**config.mk**
```make
export PLATFORM = sky130hd
export DESIGN_NAME = pss_peak_detector_flat
export DESIGN_NICKNAME = d
export VERILOG_FILES = /design/src/rtl/pss_peak_detector_if.sv /design/src/rtl/pss_peak_detector.sv /design/src/flat_wrapper.sv
export SDC_FILE = /design/constraint.sdc
export NUM_CORES = 2
export LEC_CHECK = 0
export ABC_CLOCK_PERIOD_IN_PS = 7600
export CAP_MARGIN = 30
export CELL_PAD_IN_SITES_DETAIL_PLACEMENT = 0
export CELL_PAD_IN_SITES_GLOBAL_PLACEMENT = 2
export CORE_MARGIN = 4
export CORE_UTILIZATION = 50
export DETAILED_ROUTE_END_ITERATION = 7
export PLACE_DENSITY = 0.92
export SETUP_SLACK_MARGIN = 0.4
export SLEW_MARGIN = 20
export SYNTH_ARGS = -nofsm -noshare
export SYNTH_HDL_FRONTEND = slang
export SYNTH_SLANG_ARGS = --single-unit
```
**constraint.sdc**
```tcl
create_clock -name clk_i -period 7.6 [get_ports clk_i]
set_input_delay 1.14 -clock clk_i [delete_from_list [all_inputs] [get_ports clk_i]]
set_output_delay 1.14 -clock clk_i [all_outputs]
set_load 0.02 [all_outputs]
```
**src/rtl/pss_peak_detector_if.sv**
```systemverilog
// rtl/pss_peak_detector_if.sv - magnitude sample stream from the PSS correlator
interface pss_peak_detector_if #(
    parameter int DW = 24
);
    logic [DW-1:0] tdata;
    logic          tvalid;

    modport master (output tdata, output tvalid);
    modport slave  (input  tdata, input  tvalid);
endinterface

```
**src/rtl/pss_peak_detector.sv**
```systemverilog
// rtl/pss_peak_detector.sv - moving-average threshold PSS peak detector with windowed max and blanking
module pss_peak_detector #(
    parameter int IN_DW           = 24,
    parameter int WINDOW_LEN      = 64,
    parameter int DETECTION_SHIFT = 4,
    parameter int PEAK_WINDOW     = 8,
    parameter int BLANK_LEN       = 256,
    parameter int SAMPLE_CNT_DW   = 32
) (
    input  logic                     clk_i,
    input  logic                     reset_ni,
    pss_peak_detector_if.slave       s_axis_in,
    output logic                     peak_detected_o,
    output logic [IN_DW-1:0]         peak_value_o,
    output logic [SAMPLE_CNT_DW-1:0] peak_index_o,
    output logic [IN_DW-1:0]         avg_o
);
    localparam int LOG2W  = $clog2(WINDOW_LEN);
    localparam int SUM_W  = IN_DW + LOG2W;
    localparam int THR_W  = IN_DW + DETECTION_SHIFT;
    localparam int FILL_W = LOG2W + 1;
    localparam int PCNT_W = $clog2(PEAK_WINDOW + 1);
    localparam int BCNT_W = $clog2(BLANK_LEN + 1);

    typedef enum logic [1:0] {SEARCH, TRACK, REPORT, BLANK} state_t;

    state_t                   state;
    logic [IN_DW-1:0]         hist [WINDOW_LEN];
    logic [LOG2W-1:0]         wr_ptr;
    logic [SUM_W-1:0]         sum;
    logic [FILL_W-1:0]        fill_cnt;
    logic [SAMPLE_CNT_DW-1:0] sample_idx;
    logic [IN_DW-1:0]         max_q;
    logic [SAMPLE_CNT_DW-1:0] idx_q;
    logic [PCNT_W-1:0]        pcnt;
    logic [BCNT_W-1:0]        bcnt;

    logic [IN_DW-1:0]         in_data;
    logic                     in_valid;
    logic [IN_DW-1:0]         oldest;
    logic [SUM_W-1:0]         sum_next;
    logic [IN_DW-1:0]         avg_prev;
    logic [IN_DW-1:0]         avg_next;
    logic [THR_W-1:0]         threshold;
    logic                     candidate;
    logic                     track_upd;
    logic [IN_DW-1:0]         max_nxt;
    logic [SAMPLE_CNT_DW-1:0] idx_nxt;

    assign in_data   = s_axis_in.tdata;
    assign in_valid  = s_axis_in.tvalid;
    assign oldest    = hist[wr_ptr];
    // oldest is always part of sum, so the subtraction cannot underflow
    assign sum_next  = sum + SUM_W'(in_data) - SUM_W'(oldest);
    assign avg_prev  = sum[LOG2W +: IN_DW];
    assign avg_next  = sum_next[LOG2W +: IN_DW];
    assign threshold = THR_W'(avg_prev) << DETECTION_SHIFT;
    assign candidate = (fill_cnt == FILL_W'(WINDOW_LEN)) && (THR_W'(in_data) > threshold);
    // strict compare keeps the earliest of equal maxima
    assign track_upd = in_data > max_q;
    assign max_nxt   = track_upd ? in_data : max_q;
    assign idx_nxt   = track_upd ? sample_idx : idx_q;

    always_ff @(posedge clk_i) begin
        if (!reset_ni) begin
            for (int i = 0; i < WINDOW_LEN; i++) hist[i] <= '0;
            wr_ptr          <= '0;
            sum             <= '0;
            fill_cnt        <= '0;
            sample_idx      <= '0;
            state           <= SEARCH;
            max_q           <= '0;
            idx_q           <= '0;
            pcnt            <= '0;
            bcnt            <= '0;
            peak_detected_o <= 1'b0;
            peak_value_o    <= '0;
            peak_index_o    <= '0;
            avg_o           <= '0;
        end else begin
            peak_detected_o <= 1'b0;

            if (in_valid) begin
                hist[wr_ptr] <= in_data;
                wr_ptr       <= wr_ptr + LOG2W'(1);
                sum          <= sum_next;
                avg_o        <= avg_next;
                sample_idx   <= sample_idx + SAMPLE_CNT_DW'(1);
                if (fill_cnt != FILL_W'(WINDOW_LEN)) fill_cnt <= fill_cnt + FILL_W'(1);
            end

            case (state)
                SEARCH: begin
                    if (in_valid && candidate) begin
                        max_q <= in_data;
                        idx_q <= sample_idx;
                        pcnt  <= PCNT_W'(1);
                        if (PEAK_WINDOW == 1) begin
                            state           <= REPORT;
                            peak_detected_o <= 1'b1;
                            peak_value_o    <= in_data;
                            peak_index_o    <= sample_idx;
                        end else begin
                            state <= TRACK;
                        end
                    end
                end
                TRACK: begin
                    if (in_valid) begin
                        max_q <= max_nxt;
                        idx_q <= idx_nxt;
                        pcnt  <= pcnt + PCNT_W'(1);
                        if (pcnt == PCNT_W'(PEAK_WINDOW - 1)) begin
                            state           <= REPORT;
                            peak_detected_o <= 1'b1;
                            peak_value_o    <= max_nxt;
                            peak_index_o    <= idx_nxt;
                        end
                    end
                end
                REPORT: begin
                    // a sample arriving during the report is the first blanked one
                    bcnt  <= in_valid ? BCNT_W'(1) : BCNT_W'(0);
                    state <= (in_valid && BLANK_LEN == 1) ? SEARCH : BLANK;
                end
                BLANK: begin
                    if (in_valid) begin
                        if (bcnt == BCNT_W'(BLANK_LEN - 1)) state <= SEARCH;
                        else                                bcnt  <= bcnt + BCNT_W'(1);
                    end
                end
                default: state <= SEARCH;
            endcase
        end
    end
endmodule

```
**src/flat_wrapper.sv**
```systemverilog
// flat-port wrapper written by rule: the top's interface ports become plain ports
module pss_peak_detector_flat 
#(
    parameter int IN_DW           = 24,
    parameter int WINDOW_LEN      = 64,
    parameter int DETECTION_SHIFT = 4,
    parameter int PEAK_WINDOW     = 8,
    parameter int BLANK_LEN       = 256,
    parameter int SAMPLE_CNT_DW   = 32
)
  (clk_i, reset_ni, peak_detected_o, peak_value_o, peak_index_o, avg_o, s_axis_in_tdata, s_axis_in_tvalid);
  pss_peak_detector_if #(.DW(IN_DW)) s_axis_in_i ();
  input  logic clk_i;
  input  logic reset_ni;
  output logic peak_detected_o;
  output logic [IN_DW-1:0] peak_value_o;
  output logic [SAMPLE_CNT_DW-1:0] peak_index_o;
  output logic [IN_DW-1:0] avg_o;
  input wire logic [$bits(s_axis_in_i.tdata)-1:0] s_axis_in_tdata;
  input wire logic [$bits(s_axis_in_i.tvalid)-1:0] s_axis_in_tvalid;
  assign s_axis_in_i.tdata = s_axis_in_tdata;
  assign s_axis_in_i.tvalid = s_axis_in_tvalid;
  pss_peak_detector #(.IN_DW(IN_DW), .WINDOW_LEN(WINDOW_LEN), .DETECTION_SHIFT(DETECTION_SHIFT), .PEAK_WINDOW(PEAK_WINDOW), .BLANK_LEN(BLANK_LEN), .SAMPLE_CNT_DW(SAMPLE_CNT_DW)) u_core (.clk_i(clk_i), .reset_ni(reset_ni), .s_axis_in(s_axis_in_i), .peak_detected_o(peak_detected_o), .peak_value_o(peak_value_o), .peak_index_o(peak_index_o), .avg_o(avg_o));
endmodule
```
---- Word level (Yosys, flattened, before mapping) ----
Memory sizes are Yosys's and may differ from the RTL's. A register that Yosys moved wholly into a read port is not among the register bits.
Cells that the tools add are included.
storage, ports and cells
  register bits after elaboration ......... 227
  bits in writable memories ............... 1536
  input bits .............................. 27
  output and inout port bits .............. 81
  memories kept ........................... 1
memory list
  name         depth  width  rd ports  clocked after memory_dff  wr ports  RTL line                 RTL
  u_core.hist  64     24     1         1                         64        pss_peak_detector.sv:28  logic [IN_DW-1:0] hist [WINDOW_LEN];
cells by class
  $add $sub $neg .......................... 7
  $lt $le $gt $ge ......................... 2
  equal/unequal tests ..................... 13
  multiplexer cells ....................... 31
  reduce and logical (&&, ||, !) cells .... 12
operators with widths
  cell                                                             number
  24-bit two-way mux                                               4
  32-bit two-way mux                                               3
  32-bit one-hot mux with 2 select lines                           1
  24-bit one-hot mux with 2 select lines                           1
  32-bit by 1-bit adder with 32-bit output, second input constant  1
  30-bit by 24-bit adder with 30-bit output                        1
  30-bit by 24-bit subtractor with 30-bit output                   1
  24-bit by 28-bit > comparator with 1-bit output                  1
  24-bit > comparator                                              1
  24-bit OR reduction                                              1
  6-bit two-way mux                                                3
  9-bit two-way mux                                                2
  9-bit one-hot mux with 2 select lines                            1
  3-bit AND reduction                                              4
  2-bit two-way mux                                                5
  9-bit by 1-bit adder with 9-bit output, second input constant    1
  9-bit by 8-bit == test with 1-bit output, second input constant  1
  4-bit two-way mux                                                2
  2-bit one-hot mux with 4 select lines                            1
  4-bit one-hot mux with 2 select lines                            1
  7-bit by 1-bit adder with 7-bit output, second input constant    1
  7-bit == test, second input constant                             1
  1-bit two-way mux                                                7
  7-bit inequality test, second input constant                     1
  12 further kinds                                                 19

---- Longest topological paths before layout ----
  depth after elaboration ................. 5
  mapped depth ............................ 20
  depth with buffers taken out ............ 17

---- Worst setup path after synthesis ----
OpenSTA, ideal clock, no wires.
  path kind ............................... reg-to-reg
  from .................................... register (tool-made name)
  to ...................................... register u_core.avg_o[23]
  library setup time ...................... 0.091 ns
  arrival time ............................ 5.002 ns
  required time ........................... 7.509 ns
  slack ................................... 2.507 ns
  stages on the path, launching flop included .. 19
  path buffers ............................ 3
  clock period less this slack ............ 5.093 ns
  path through ............................ dfxtp_1 > buf_2 > clkbuf_1 > buf_2 > mux4_2 > mux4_2 > mux4_2 > fa_1 > inv_1 > ha_1 > a21oi_1 > o21ai_0 > a221oi_1 > a21boi_1 > a41oi_1 > o21bai_1 > a221oi_2 > nor4_1 > a311oi_1
RTL lines
  item                  RTL line                 RTL
  end signal, assigned  pss_peak_detector.sv:87  avg_o <= avg_next;
  end, declared         pss_peak_detector.sv:16  output logic [IN_DW-1:0] avg_o

==> results.toml <==
[floorplan]
die_h_um = 409
dieArea_mm2 = 0.167
core_area_mm2 = 0.159
die_x_um = 409
io_pins = 108
start_util_pct = 50.5
core.rowCount = 146

[sta]
setup_viol = 0
min_period_over_period_pct = 85.5
worstMarginPinSlew_ns = 1.07
fin_skew_ns = 0.0553
maxClockFrequency_mhz = 154
slew_viol_final = 0
min_period_ns = 6.50
holdWs_ns = 0.448
finalHoldViolCount = 0
worst_slack_ns = 1.10
tns_ns = 0
rsz0062_at_grt = "false"
relSlewSlack_pct = 28.5

[pwr]
p_leak_nw = 28.1
power_density_mw_per_mm2 = 259
p_clk_share_pct = 37.1
p_int_w = 0.0170
peakVddDrop_v = 0.000186
switching_share_pct = 26.4
seq_power_share_pct = 47.8
comb_power_share_pct = 15.1
power.net_switching_w = 0.00610

[final_layout]
ff_latch_area_mm2 = 0.0503
stdcell_area_mm2 = 0.0890
fillers = 12500
syn_to_final_growth_pct = 10.8
fin_cells = 7764
multi_input_area_mm2 = 0.0271
nets = 5686
drive_gt1_share_pct = 18.7

[setup_path]
worstPathMaxFanout = 32
critPathRequiredTime_ns = 8.29
end_kind = "flip-flop"
startpoint_type = "flip-flop"
critPathKind = "reg -> reg"
crit_arrival_ns = 7.19

[logic_synthesis]
netlist_area_mm2 = 0.0803
post-synth-top-count-cell = "edfxtp_1"
synth-main-ff-cell = "edfxtp_1"
yosysSeqAreaShare_pct = 62.7
yosysTopAreaCellShare_pct = 57.4
synth-edff-count = 1536
synth-async-reset-ratio_pct = 0
synth_nets = 5904
synthCells = 5766
synthTopCellsByCount = "1536 x edfxtp_1, 1351 x nor3_1, 582 x clkbuf_1, 504 x mux4_2, 229 x and2_1"
avgSynthCellArea_um2 = 13.9
synth-seq-cells = 1745
ys_types = 61
synthTopCellsByArea = "edfxtp_1 57%, mux4_2 14%, nor3_1 8.4%, dfxtp_1 5.2%, clkbuf_1 2.7%"
synth_top_area_cell = "edfxtp_1"
yosys_warnings = 0

[clock_network]
cts.sinks = 1745
clk_latency_ns = 0.85
cts_tree = "done"
clockBufferDepth = 3
clk_pin_slew_ns = 0.06
cts_resized = 0
ctsHoldBuffers = 0
post-cts-setup-buffers = 0
clockRootBuffer = "clkbuf_16"
cts_buffers = 178
htree_levels = 4

[global_route]
grt_max_degree = 185
globalRouteOverflowTotal = 0
grt_first_pass_wirelength_um = 346000
antenna_found_initial = 12
grt_pass1_vias = 50600
grtUsageTotal_pct = 27.9

[route]
wirelength_um = 235000
drt_iter0_drc = 7302
first_pass_iters = 7
wl_per_cell_um = 30.2
viasPerCell = 6.65
vias = 51600
antenna_left = 0
drc = 0

[status]
status = "finished, final reports clean"

[min_path]
min_path_type = "reg -> reg"

[placed_design]
dp_slack_ns = 1.22
gp_congestion = 0.882
dpl.hpwl_um = 135000
io_buffers = 107
place_area_mm2 = 0.0834
placed_cells = 7438

[flow_run]
cap_violations = 0
==> flip-flops by register name, indices dropped and copies added, names as in the netlist, named ones only <==
register / flops
u_core.peak_value_o: 24
u_core.bcnt: 9
u_core.max_q: 24
u_core.pcnt: 4
u_core.state: 2
u_core.hist: 1536
u_core.peak_detected_o: 1
u_core.fill_cnt: 7
u_core.avg_o: 24
u_core.sum: 6
u_core.sample_idx: 32
u_core.idx_q: 32
u_core.peak_index_o: 32
u_core.wr_ptr: 6
==> area by class of cell <==
cell class	instances	area share [%]
timing repair buffer	310	3.24
clock buffer	239	5.38
inverter	137	0.578
multi-input combinational	3176	30.4
sequential	1745	56.5
antenna	3	0.00844
clock inverter	82	0.907
tap	2072	2.91
==> per-layer routing <==
| layer | share of wire [%] | vias to the layer above | track usage (%) | routed length (um) |
|---|---|---|---|---|
| met5 | 0.023 | - | 0 | 55 |
| met4 | 4.0 | 8 | 10.8 | 9470 |
| met3 | 12 | 504 | 6.54 | 27300 |
| met2 | 47 | 3334 | 43.4 | 109000 |
| met1 | 38 | 26100 | 38.5 | 88200 |
| li1 | - | 21600 | - | - |
==> cell families (layout without fill, tap and decap cells) <==
family / after synthesis / count (layout) / synth area share, %
flip-flops: 1745 / 1745 / 62.7
adder cells (fa/ha/maj): 111 / 111 / 1.95
AND/OR/NAND/NOR: 2063 / 2063 / 13.0
AO/OA/AOI/OAI: 380 / 380 / 2.74
buffers and inverters: 845 / 768 / 4.16
other: 0 / 3 / 0
multiplexers: 570 / 570 / 15.0
XOR/XNOR: 52 / 52 / 0.567
==> final timing paths <==
kind	depth (start not counted)	from	endpoint	slack, ns
hold / removal	2	u_core.peak_value_o[22]	u_core.peak_value_o[22]	0.45
hold reg to reg	2	u_core.peak_value_o[22]	u_core.peak_value_o[22]	0.45
setup / recovery	17	flip-flop	u_core.avg_o[23]	1.10
setup reg to reg	17	flip-flop	u_core.avg_o[23]	1.10
==> per-stage QoR <==
stage	power, W	utilization, %
2_1_floorplan	0.0135	-
3_3_place_gp	0.0146	52.4
3_5_place_dp	0.0147	52.4
4_1_cts	0.0231	56.0
5_1_grt	0.0238	56.0
6_report	0.0231	56.0
==> layout by cell type (no fill, tap or decap), drive strengths merged, types with 40 or more instances in the layout <==
cell type	count
a21oi	52
and2	229
buf	208
clkbuf	239
clkdlybuf4s50	102
clkinv	58
dfxtp	209
edfxtp	1536
ha	87
inv	145
mux2i	65
mux4	504
nand2	183
nand3	86
nor2	105
nor3	1351
o21ai	224
xnor2	40
==> critical path, stage by stage (launching register included) <==
cell and delay [ns]:
dfxtp_4 1.02, buf_4 0.41, buf_4 0.23, mux4_2 0.50
mux4_2 0.58, mux4_2 0.52, fa_1 0.50, inv_1 0.05
ha_1 0.30, o21ai_0 0.12, o21ai_0 0.32, nand3_1 0.21
a21boi_1 0.43, a41oi_1 0.33, o21bai_1 0.40, a221oi_2 0.12
nor4_1 0.18, a311oi_1 0.08
==> power groups by stage <==
stage	Sequential, W	Combinational (W)	Clock (W)
6_report	0.0110	0.00349	0.00856
5_1_grt	0.0111	0.00373	0.00903
4_1_cts	0.0110	0.00345	0.00862
3_5_place_dp	0.0112	0.00343	0
3_3_place_gp	0.0112	0.00341	0
2_1_floorplan	0.0111	0.00241	0
(Power assumes the default switching activity.)
